--- src/rtl/gon_pkg.sv ---
// Shared definitions for the GON multicast scheduler: state encoding and default widths.
package gon_pkg;

    typedef enum logic [1:0] {
        IDLE   = 2'd0,
        CONFIG = 2'd1,
        RUN    = 2'd2
    } gon_state_t;

    localparam int unsigned DEF_ID_LEN    = 4;
    localparam int unsigned DEF_VALUE_LEN = 32;
    localparam int unsigned XFER_CNT_W    = 16;

endpackage

--- src/rtl/gon_pkt_fifo.sv ---
// Synchronous packet FIFO for {tag,value} words; power-of-two depth, pointers wrap naturally.
module gon_pkt_fifo #(
    parameter int unsigned WIDTH = 36,
    parameter int unsigned DEPTH = 4
) (
    input  logic             clk,
    input  logic             rst,
    input  logic             wr_en,
    input  logic [WIDTH-1:0] wr_data,
    input  logic             rd_en,
    output logic [WIDTH-1:0] rd_data,
    output logic             full,
    output logic             empty
);

    localparam int unsigned AW = $clog2(DEPTH);
    localparam logic [AW:0] FULL_CNT = (AW + 1)'(DEPTH);

    logic [WIDTH-1:0] mem [DEPTH];
    logic [AW-1:0]    wr_ptr;
    logic [AW-1:0]    rd_ptr;
    logic [AW:0]      count;
    logic             do_wr;
    logic             do_rd;

    assign full    = (count == FULL_CNT);
    assign empty   = (count == '0);
    // Writes are refused while full even if a read retires the head this cycle.
    assign do_wr   = wr_en && !full;
    assign do_rd   = rd_en && !empty;
    assign rd_data = mem[rd_ptr];

    always_ff @(posedge clk) begin
        if (do_wr) begin
            mem[wr_ptr] <= wr_data;
        end
    end

    always_ff @(posedge clk or negedge rst) begin
        if (!rst) begin
            wr_ptr <= '0;
            rd_ptr <= '0;
            count  <= '0;
        end else begin
            if (do_wr) begin
                wr_ptr <= wr_ptr + 1'b1;
            end
            if (do_rd) begin
                rd_ptr <= rd_ptr + 1'b1;
            end
            case ({do_wr, do_rd})
                2'b10:   count <= count + 1'b1;
                2'b01:   count <= count - 1'b1;
                default: count <= count;
            endcase
        end
    end

endmodule

--- src/rtl/gon_multicast_scheduler.sv ---
// One GON X-bus row scheduler: loads controller IDs through the scan chain, then streams
// buffered (tag,value) packets onto the shared bus with an enable/ready handshake.
module gon_multicast_scheduler
    import gon_pkg::*;
#(
    parameter int unsigned ID_LEN     = DEF_ID_LEN,
    parameter int unsigned VALUE_LEN  = DEF_VALUE_LEN,
    parameter int unsigned NUM_CTRL   = 12,
    parameter int unsigned FIFO_DEPTH = 4
) (
    input  logic                  clk,
    input  logic                  rst,
    input  logic                  cfg_start,
    input  logic                  cfg_id_valid,
    input  logic [ID_LEN-1:0]     cfg_id,
    output logic                  cfg_id_ready,
    output logic                  cfg_done,
    output logic                  set_id,
    output logic [ID_LEN-1:0]     id_out,
    input  logic                  run_en,
    input  logic                  in_valid,
    input  logic [ID_LEN-1:0]     in_tag,
    input  logic [VALUE_LEN-1:0]  in_value,
    output logic                  in_ready,
    output logic [ID_LEN-1:0]     bus_tag,
    output logic [VALUE_LEN-1:0]  bus_value,
    output logic                  bus_enable,
    input  logic                  bus_ready,
    output logic                  busy,
    output logic [XFER_CNT_W-1:0] xfer_cnt
);

    localparam int unsigned PKT_W = ID_LEN + VALUE_LEN;
    localparam int unsigned CW    = $clog2(NUM_CTRL + 1);
    localparam logic [CW-1:0] LAST_IDX = CW'(NUM_CTRL - 1);

    gon_state_t state;
    gon_state_t state_nxt;

    logic [CW-1:0]    shift_cnt;
    logic             cfg_accept;
    logic             cfg_last;
    logic             push;
    logic             pop;
    logic             fifo_full;
    logic             fifo_empty;
    logic [PKT_W-1:0] fifo_head;

    assign cfg_accept = (state == CONFIG) && cfg_id_valid;
    assign cfg_last   = cfg_accept && (shift_cnt == LAST_IDX);
    assign push       = in_valid && in_ready;
    assign pop        = bus_enable && bus_ready;

    gon_pkt_fifo #(
        .WIDTH (PKT_W),
        .DEPTH (FIFO_DEPTH)
    ) u_fifo (
        .clk     (clk),
        .rst     (rst),
        .wr_en   (push),
        .wr_data ({in_tag, in_value}),
        .rd_en   (pop),
        .rd_data (fifo_head),
        .full    (fifo_full),
        .empty   (fifo_empty)
    );

    always_ff @(posedge clk or negedge rst) begin
        if (!rst) begin
            state <= IDLE;
        end else begin
            state <= state_nxt;
        end
    end

    always_comb begin
        state_nxt    = state;
        cfg_id_ready = 1'b0;
        in_ready     = 1'b0;
        bus_enable   = !fifo_empty;
        bus_tag      = '0;
        bus_value    = '0;
        busy         = (state != IDLE);

        if (!fifo_empty) begin
            bus_tag   = fifo_head[PKT_W-1:VALUE_LEN];
            bus_value = fifo_head[VALUE_LEN-1:0];
        end

        case (state)
            IDLE: begin
                if (cfg_start) begin
                    state_nxt = CONFIG;
                end else if (run_en) begin
                    state_nxt = RUN;
                end
            end
            CONFIG: begin
                cfg_id_ready = 1'b1;
                if (cfg_last) begin
                    state_nxt = IDLE;
                end
            end
            RUN: begin
                in_ready = run_en && !fifo_full;
                // Leave only once drained so the FIFO is always empty in IDLE.
                if (!run_en && fifo_empty) begin
                    state_nxt = IDLE;
                end
            end
            default: state_nxt = IDLE;
        endcase
    end

    always_ff @(posedge clk or negedge rst) begin
        if (!rst) begin
            shift_cnt <= '0;
            set_id    <= 1'b0;
            cfg_done  <= 1'b0;
            id_out    <= '0;
        end else begin
            set_id   <= cfg_accept;
            cfg_done <= cfg_last;
            if (cfg_accept) begin
                id_out <= cfg_id;
            end
            if (cfg_last) begin
                shift_cnt <= '0;
            end else if (cfg_accept) begin
                shift_cnt <= shift_cnt + 1'b1;
            end
        end
    end

    always_ff @(posedge clk or negedge rst) begin
        if (!rst) begin
            xfer_cnt <= '0;
        end else if (pop) begin
            xfer_cnt <= xfer_cnt + 1'b1;
        end
    end

endmodule

--- config.mk ---
export PLATFORM = sky130hd
export DESIGN_NAME = gon_multicast_scheduler
export DESIGN_NICKNAME = d
export VERILOG_FILES = /design/src/rtl/gon_pkg.sv /design/src/rtl/gon_pkt_fifo.sv /design/src/rtl/gon_multicast_scheduler.sv
export SDC_FILE = /design/constraint.sdc
export NUM_CORES = 1
export LEC_CHECK = 0
export BUFFER_PORTS_ARGS = -buffer_cell sky130_fd_sc_hd__clkbuf_2
export CORE_MARGIN = 5
export CORE_UTILIZATION = 25
export DETAILED_ROUTE_END_ITERATION = 7
export PLACE_DENSITY_LB_ADDON = 0.05
export SYNTH_ARGS = -nofsm -noshare
export SYNTH_HDL_FRONTEND = slang
export SYNTH_HIERARCHICAL = 1
export SYNTH_SLANG_ARGS = --single-unit
--- constraint.sdc ---
create_clock -name clk -period 2.35 [get_ports clk]
set_input_delay 0 -clock clk [delete_from_list [all_inputs] [get_ports clk]]
set_output_delay 0 -clock clk [all_outputs]
set_load 0.1 [all_outputs]
Word level (Yosys, flattened, before mapping)
Memory sizes are Yosys's and may differ from the RTL's.
Index checks and enable logic that the tools add are counted.
{"block": "classes", "reduce_logical": 17, "n_mux": 14, "n_addsub": 6, "n_eq_ne": 9}
{"cell": "$mux W32", "count": 1}
{"cell": "$add A16 B1 Y16 const B", "count": 1}
{"cell": "$mux W4", "count": 3}
{"cell": "$logic_and A1 B1 Y1", "count": 8}
{"cell": "$mux W2", "count": 4}
{"cell": "$pmux W2 S3", "count": 1}
{"cell": "$pmux W3 S2", "count": 1}
{"cell": "$reduce_bool A2 Y1", "count": 3}
{"cell": "$add A2 B1 Y2 const B", "count": 2}
{"cell": "$add A4 B1 Y4 const B", "count": 1}
{"cell": "$eq A2 B1 Y1 const B", "count": 2}
{"cell": "$eq A2 B2 Y1 const B", "count": 2}
{"cell": "$eq A4 B4 Y1 const B", "count": 1}
{"cell": "$mux W1", "count": 4}
{"cell": "$ne A2 B2 Y1 const B", "count": 2}
{"cell": "$add A3 B1 Y3 const B", "count": 1}
{"cell": "$eq A3 B3 Y1 const B", "count": 1}
{"cell": "$logic_not A1 Y1", "count": 3}
{"cell": "$logic_not A3 Y1", "count": 1}
{"cell": "$ne A3 B3 Y1 const B", "count": 1}
{"cell": "$reduce_and A3 Y1", "count": 1}
{"cell": "$sub A3 B1 Y3 const B", "count": 1}
{"cell": "$logic_not A2 Y1", "count": 1}
{"block": "word_totals", "ram_bits": 144, "n_memories": 1, "regBits": 35, "input_bits": 47, "out_inout_bits": 62}
{"memory": "u_fifo.mem", "depth": 4, "word_bits": 36, "rd": 1, "rd_ports_with_merged_regs": 0, "write_ports": 1, "line_no": "gon_pkt_fifo.sv:19", "rtl": "logic [WIDTH-1:0] mem [DEPTH];"}

Depth between registers and ports, before layout
Gate-level depths: netlist of run 1.
{"block": "logic_depth", "ltp_word": 8, "ltp_mapped": 11, "depth_no_buf": 11}

By module
Netlist of run 1, hierarchy kept.
{"module": "gon_pkt_fifo", "area_per_inst_um2": 5635.4, "cells_each": 225, "instances": 1}
{"module": "gon_multicast_scheduler", "area_per_inst_um2": 1493.9, "cells_each": 151, "instances": 1}

Least setup slack after synthesis of run 1
OpenSTA, ideal clock, no wires.
{"block": "synth_path", "path_type": "register to register", "startpoint": "register u_fifo.count[2]", "endpoint": "memory u_fifo.mem[0][0], enable pin", "path_stages_with_launch": 6, "n_path_buf": 0, "setup_slack_ps": -637, "arrival_ps": 2590, "period_less_slack_ps": 2987, "setup_time_ps": 397, "cell_sequence": "dfrtp_1 -> nor3b_2 -> and4bb_2 -> and2_1 -> nor2b_2 -> and2_1"}
{"block": "synth_between", "elab_chain_len": 8}
{"element": "from (decl)", "line_no": "gon_pkt_fifo.sv:22", "rtl": "logic [AW:0] count;"}
{"element": "from (signal assigned)", "line_no": "gon_pkt_fifo.sv:52", "rtl": "2'b10: count <= count + 1'b1;"}
{"element": "from (signal assigned)", "line_no": "gon_pkt_fifo.sv:53", "rtl": "2'b01: count <= count - 1'b1;"}
{"element": "from (signal assigned)", "line_no": "gon_pkt_fifo.sv:54", "rtl": "default: count <= count;"}
{"element": "$eq A3 B3 Y1", "line_no": "gon_pkt_fifo.sv:26", "rtl": "assign full = (count == FULL_CNT);"}
{"element": "net fifo_full", "line_no": "gon_multicast_scheduler.sv:45", "rtl": "logic fifo_full;"}
{"element": "$logic_not A1 Y1", "line_no": "gon_multicast_scheduler.sv:105", "rtl": "in_ready = run_en && !fifo_full;"}
{"element": "$logic_and A1 B1 Y1", "line_no": "gon_multicast_scheduler.sv:105"}
{"element": "$mux W1", "line_no": "gon_multicast_scheduler.sv:90", "rtl": "case (state)"}
{"element": "net in_ready", "line_no": "gon_multicast_scheduler.sv:24", "rtl": "output logic in_ready,"}
{"element": "$logic_and A1 B1 Y1", "line_no": "gon_multicast_scheduler.sv:51", "rtl": "assign push = in_valid && in_ready;"}
{"element": "net push", "line_no": "gon_multicast_scheduler.sv:43", "rtl": "logic push;"}
{"element": "$logic_and A1 B1 Y1", "line_no": "gon_pkt_fifo.sv:29", "rtl": "assign do_wr = wr_en && !full;"}
{"element": "$mux W1", "line_no": "gon_pkt_fifo.sv:34", "rtl": "if (do_wr) begin"}
{"element": "$mux W1 (implied by the code)", "line_no": "gon_pkt_fifo.sv:35", "rtl": "mem[wr_ptr] <= wr_data;"}
{"element": "to (decl)", "line_no": "gon_pkt_fifo.sv:19"}
The timed path passes the listed nets, and every way through them passes these cells.

Worst setup path after layout of run 1
{"block": "layout_path", "startpoint": "register u_fifo.count[1]", "endpoint": "register u_fifo.count[2]"}
{"block": "layout_between", "elab_chain_len": 8, "word_cells_on_any_way": 16, "classes_between": "2 x add/sub; 3 x eq/ne; 2 x mux; 9 x reduce/logical"}
{"element": "$eq A3 B3 Y1 *", "line_no": "gon_pkt_fifo.sv:26"}
{"element": "net fifo_full", "line_no": "gon_multicast_scheduler.sv:45"}
{"element": "$logic_not A1 Y1 *", "line_no": "gon_multicast_scheduler.sv:105"}
{"element": "$logic_and A1 B1 Y1 *", "line_no": "gon_multicast_scheduler.sv:105"}
{"element": "$mux W1 *", "line_no": "gon_multicast_scheduler.sv:90"}
{"element": "$logic_and A1 B1 Y1 *", "line_no": "gon_multicast_scheduler.sv:51"}
{"element": "net push", "line_no": "gon_multicast_scheduler.sv:43"}
{"element": "$logic_and A1 B1 Y1 *", "line_no": "gon_pkt_fifo.sv:29"}
{"element": "$eq A2 B1 Y1 or $eq A2 B2 Y1 (tied branches)", "line_no": "gon_pkt_fifo.sv:51", "rtl": "case ({do_wr, do_rd})"}
{"element": "$pmux W3 S2 or $reduce_bool A2 Y1 (tied branches)"}
The timed path passes the listed nets; every way through them passes the cells marked *.
A chain may end at the register's enable or synchronous reset.

==> results of run 1 <==
sequential cells by signal, indices dropped and copies added, names as in the netlist:
name and cells:
u_fifo/mem 144, xfer_cnt 16, id_out 4, shift_cnt 4
u_fifo/count 3, state 2, u_fifo/rd_ptr 2, u_fifo/wr_ptr 2
cfg_done 1, set_id 1
through the flow:
stage	instance area, µm²	hold slack, ps	instances	setup TNS (ps)	utilization [%]
floorplan	7160	-296	376	-54.5	-
global placement	8390	28.9	869	0	30.0
detailed placement	8390	28.6	869	0	30.0
CTS	9470	1.29	948	0	33.9
global route	9470	52.5	948	0	33.9
finish	9470	17.6	948	0	33.9
routing by layer:
metal  GRT usage [%]  part of all wire [%]  vias to the layer above
li1                -                     -                     1794
met1            12.6                    42                     1966
met2            19.1                    53                       66
met3            2.40                   3.6                       16
met4            3.36                   1.4                        0
met5               0                     0                        -
worst reg2reg max path, delay by kind of cell (launching register included):
kind          cells  cell delay (ps)
fa+ha+maj         2              520
buf+inv           2              100
simple gates      5              810
xor+xnor          2              290
flops             1              440
worst min-delay path by stage:
stage | endpoint | slack, ps | cells past startpoint
final | xfer_cnt[8] | 20 | 4
after global routing | xfer_cnt[8] | 50 | 4
after CTS | xfer_cnt[8] | 1 | 4
after detailed placement | xfer_cnt[15] | 30 | 1
after global placement | xfer_cnt[15] | 30 | 1
after floorplan | cfg_done | -300 | 0
area by class of cell:
type	instances	area, µm²
clock buffers	17	425
clock inverters	14	175
fillers	2777	18500
inverters	9	36.3
multi-input cells	175	1830
flip-flops and latches	179	5210
well taps	378	473
repair buffers	176	1330
cells in the final DEF, fill, tap and decap left out, drive strengths merged, types with 2 or more instances in the layout:
cell type and count:
a21o 2, and2 5, buf 31, bufinv 3, clkbuf 114, clkinv 4, dfrtp 35, dlygate4sd3 48
edfxtp 144, ha 7, inv 15, mux2 3, mux4 36, nand2 24, nand3 5, nand4 5
nor2 4, nor2b 39, nor3 6, o21ai 2, or2 2, xnor2 15, xor2 6
kinds of logic after synthesis:
kind of cell	count (synthesis)	share of synthesized area [%]
flops	179	72.9
simple gates	99	8.37
mux	40	12.0
buf+inv	22	1.95
xor+xnor	21	2.58
fa+ha+maj	8	1.51
compound gates	7	0.667
repair_timing:
item                                   in CTS  in global routing
endpoints found under the hold margin     173                  0
hold buffers                               48                  0
resized for setup                           0                  9
setup endpoints to repair                   0                  9
==> results by group, run 1 <==
Run status
  – Outcome: complete, no violations

STA
  – Clock Skew: 11.2 ps
  – Slew @ Worst Pin: 583 ps
  – Max-slew headroom: 61.1%
  – Final Hold Fails: 0
  – RSZ-0062 raised after global routing: no
  – Post-route minimum period: 2220 ps
  – Fmax: 450 MHz
  – Fin crit share: 94.6%
  – Max-slew violations: 0
  – Finish-stage setup viols: 0
  – Post-route setup slack: 127 ps

Floorplan
  – Die area: 32000 µm²
  – # rows: 61
  – Die X: 179 µm
  – Initial Util: 25.5%
  – Io pins: 109
  – Die height: 179 µm
  – Core area: 27900 µm²

Critical path
  – Crit-path max cell delay: 440 ps
  – Setup crit start kind: flip-flop
  – Critical path fanouts, max: 7
  – Most used cell, CP: xor2_1
  – FF-to-FF setup slack: 130 ps
  – Crit path depth: 11
  – CP bufs+invs: 2
  – FF-to-FF path depth: 11
  – Crit path max-delay family: simple AND/OR/NAND/NOR gates
  – Critical R2R Capture: u_fifo/count[2]
  – Worst path cell trace: nor3b_4 > and4bb_4 > and2_1 > nor2b_4 > inv_1 > ha_2 > inv_2 > fa_2 > xor2_1 > nor2_1 > xor2_1
  – Critical path capture point type: flip-flop
  – Reg-to-reg critical path startpoint: u_fifo/count[1]
  – CP max-delay cell: dfrtp_2
  – Req. time, crit path: 2690 ps
  – Crit path DAT: 2570 ps
  – Setup Crit Path Kind: flip-flop to flip-flop
  – Critical Path Start: u_fifo/count[1]
  – CP endpoint: u_fifo/count[2]

CTS
  – Root Buffer: clkbuf_16
  – Skew-Pair Late Insertion Delay: 420 ps
  – Max H-tree Level: 4
  – Reg clk slew, reported paths: 70 ps
  – CTS tree: built
  – Setup Fix Bufs, Post-CTS: 0
  – CTS buffer count: 17
  – Max Buffers Root-to-Sink: 2
  – Sink Count: 179

Synthesis
  – Syn nets: 431
  – Library cells used by synthesis: 42
  – Syn_area_per_cell: 19.0 µm²
  – Synth cell count leaders: 144 x edfxtp_1, 38 x nor2b_1, 36 x mux4_2
  – Synthesized area: 7130 µm²
  – Cells after Synth: 376
  – Synth Register Bits: 179
  – Most common cell in the netlist: edfxtp_1
  – Yosys top cell by area: edfxtp_1
  – Top cells by area, synth: edfxtp_1 61%, dfrtp_1 12%, mux4_2 11%, nor2b_1 3.3%, xnor2_1 1.8%
  – Sequential share of the synthesized area: 72.9%
  – Yosys Warn Count: 6
  – Number of flops mapped to enable cells by yosys: 144
  – Top FF cell, synth: edfxtp_1
  – FFs w/ async S/R, synth: 19.6%
  – Top cell type's share of synthesized area: 60.7%

Routing
  – DR pass1 iterations: 4
  – ANT nets after route: 0
  – Routed wire length: 16100 µm
  – Vias per inst: 4.05
  – Post-route DRC: 0
  – Avg WL per Cell: 17.0 µm
  – Total number of vias: 3842
  – 1st-iter DRT viols: 148

Finish
  – Layout cells sized above 1: 38.1%
  – Area Growth Syn to Fin: 32.8%
  – Nets: 613
  – N_diodes: 0

Place
  – GPL Wtd Cong: 0.698
  – Hpwl dp: 10500 µm
  – I/O Buffers: 108
  – Dpl ws: 66.4 ps

Global routing
  – Initial antenna violation count: 0
  – First-pass GRT wire length: 25300 µm
  – Congestion Overflow GR: 0
  – Largest net degree at the start of global routing: 40
  – Vias in the first global route: 4404
  – Total GRT Usage: 10.6%

Min path
  – Worst hold path type: input pin to flip-flop
  – Worst min-delay path startpoint: bus_ready

Run
  – Max-cap violations: 0
Power of run 1 is not shown: default switching activity piles up to over one toggle a cycle in this logic, so the estimate is an artifact.
==> run 2: changes to the inputs <==
--- a/config.mk
+++ b/config.mk
@@ -11,2 +11,3 @@
 export DETAILED_ROUTE_END_ITERATION = 7
+export MAX_ROUTING_LAYER = met4
 export PLACE_DENSITY_LB_ADDON = 0.05
@@ -16 +17,2 @@
 export SYNTH_SLANG_ARGS = --single-unit
+export TNS_END_PERCENT = 5
==> constraint.sdc (replaced) <==
create_clock -name clk -period 2.35 [get_ports clk]
set_input_delay 0.1175 -clock clk [delete_from_list [all_inputs] [get_ports clk]]
set_output_delay 0.1175 -clock clk [all_outputs]
set_load 0.1 [all_outputs]
==> results by group, run 2 (synthesis results as in run 1) <==
Routing
  – Total number of vias: 3832 (-0.26%)
  – Vias per inst: 4.05 (-0.15%)
  – 1st-iter DRT viols: 177 (+20%)
  – Routed wire length: 16100 µm (+0.35%)
  – ANT nets after route: 0 (unchanged)
  – Avg WL per Cell: 17.0 µm (+0.46%)
  – Post-route DRC: 0 (unchanged)
  – DR pass1 iterations: 6 (+2)

Finish
  – Commonest non-fill, non-tap cells in the layout: 144 x edfxtp_1, 72 x clkbuf_2, 47 x buf_12
  – Final Core Density: 35.6% (+1.7 points)
  – Fillers: 2716 (-2.2%)
  – Layout Cells excl Fill: 947 (-0.11%)
  – Top reg by flops: u_fifo/mem
  – Largest registers: u_fifo/mem x144, xfer_cnt x16
  – Nets: 611 (-0.33%)
  – N_diodes: 0 (unchanged)
  – Largest register FFs: 144 (unchanged)
  – Area Growth Syn to Fin: 39.7%
  – Commonest non-fill, non-tap cell in the layout: edfxtp_1
  – Final instance area: 9960 µm² (+5.2%)
  – Layout cells sized above 1: 39.2% (+1.1 points)

CTS
  – Root Buffer: clkbuf_16
  – Sink Count: 179 (unchanged)
  – Max H-tree Level: 4 (unchanged)
  – CTS buffer count: 17 (unchanged)
  – CTS tree: built
  – Max Buffers Root-to-Sink: 2 (unchanged)
  – Skew-Pair Late Insertion Delay: 420 ps (about the same)
  – Reg clk slew, reported paths: 70 ps (about the same)

Place
  – GPL Wtd Cong: 0.725 (+3.8%)
  – DP Area: 8910 µm² (+6.2%)
  – Number of cells after detailed placement: 870 (+0.12%)
  – I/O Buffers: 108 (unchanged)
  – Hpwl dp: 10600 µm (+1.3%)

Critical path
  – Setup Crit Path Kind: flip-flop to flip-flop
  – Req. time, crit path: 2700 ps (about the same)
  – Reg-to-reg critical path startpoint: u_fifo/count[1]
  – Critical path fanouts, max: 2 (-5)
  – Critical Path Start: u_fifo/count[1]
  – Critical path capture point type: flip-flop
  – Setup crit start kind: flip-flop
  – FF-to-FF path depth: 11 (unchanged)
  – Crit path DAT: 2600 ps (+30 ps)

Run status
  – Outcome: complete, no violations

STA
  – Slew @ Worst Pin: 630 ps (+46.9 ps)
  – Final Hold Fails: 0 (unchanged)
  – Setup tns final: 0 ps (unchanged)
  – Finish-stage setup viols: 0 (unchanged)
  – RSZ-0062 raised after global routing: yes
  – Fmax: 445 MHz (-1.2%)
  – Max-slew violations: 0 (unchanged)
  – Clock Skew: 9.97 ps (-1.28 ps)
  – Fin crit share: 95.7% (+1.1 points)
  – Post-route minimum period: 2250 ps (+26.2 ps)
  – Max-slew headroom: 58.0% (-3.1 points)

Global routing
  – Vias in the first global route: 4113 (-6.6%)
  – Largest net degree at the start of global routing: 40 (unchanged)
  – Congestion Overflow GR: 0 (unchanged)
  – First-pass GRT wire length: 24600 µm (-2.8%)
  – Initial antenna violation count: 0 (unchanged)
  – Total GRT Usage: 10.6% (-0.072 points)

Min path
  – Worst hold path type: input pin to flip-flop
  – Hold Path Depth: 3 (-1)
  – Worst min-delay path startpoint: cfg_id_valid

Floorplan
  – Die area: 32000 µm² (unchanged)
  – Die height: 179 µm (unchanged)
  – Initial Util: 25.5% (unchanged)
  – Io pins: 109 (unchanged)
  – Core area: 27900 µm² (unchanged)
  – # rows: 61 (unchanged)
  – Die X: 179 µm (unchanged)

Run
  – Max-cap violations: 0 (unchanged)
## run 2: routing by layer
| layer | wire, µm | GRT usage (%) | part of all wire [%] |
|---|---|---|---|
| met1 | 7250 | 13.5 | 45 |
| met2 | 8300 | 17.1 | 51 |
| met3 | 447 | 2.40 | 2.8 |
| met4 | 135 | 2.69 | 0.84 |
| met5 | 0 | - | 0 |
## run 2: layout make-up
type                       instances  area, µm²  area share (%)
clock buffer                      17        425            4.27
clock inverter                    15        145            1.46
inverter                           9       36.3           0.364
multi-input combinational        175       1840            18.5
sequential                       179       5200            52.3
tap                              378        473            4.75
timing repair buffer             174       1830            18.4
## run 2: timing repair
item	CTS	global route
pin swaps	0	7
setup endpoints to repair	8	3
setup buffers	0	2
hold buffers	43	0
hold endpoints to repair	173	0
resized for setup	3	8
## run 2: path summary, 6_finish.rpt
kind,to,slack [ps]
setup / recovery,u_fifo/count[2],100
hold / removal,set_id,70
setup reg to reg,u_fifo/count[2],100
hold reg to reg,xfer_cnt[15],480
max in group asynchronous,shift_cnt[3],1490
min in group asynchronous,xfer_cnt[13],240
## run 2: per-stage QoR
| step | setup WS [ps] | hold WS [ps] |
|---|---|---|
| 5_1_grt | -49.3 | 60.6 |
| 3_5_place_dp | -19.0 | 173 |
| 3_3_place_gp | 21.9 | 169 |
| 4_1_cts | -4.42 | 50.9 |
| 2_1_floorplan | -113 | -178 |
| 6_report | 101 | 65.3 |
## run 2: worst max-delay path: stages (launching register included)
cell      delay, ps
dfrtp_1         410
nor3b_4         220
and4bb_4        260
and2_4          130
nor2b_4         120
inv_2            60
ha_4            130
inv_2            40
fa_2            370
xor2_1          160
nor2_1          130
xor2_1          140
Power of run 2 is left out for the same reason.
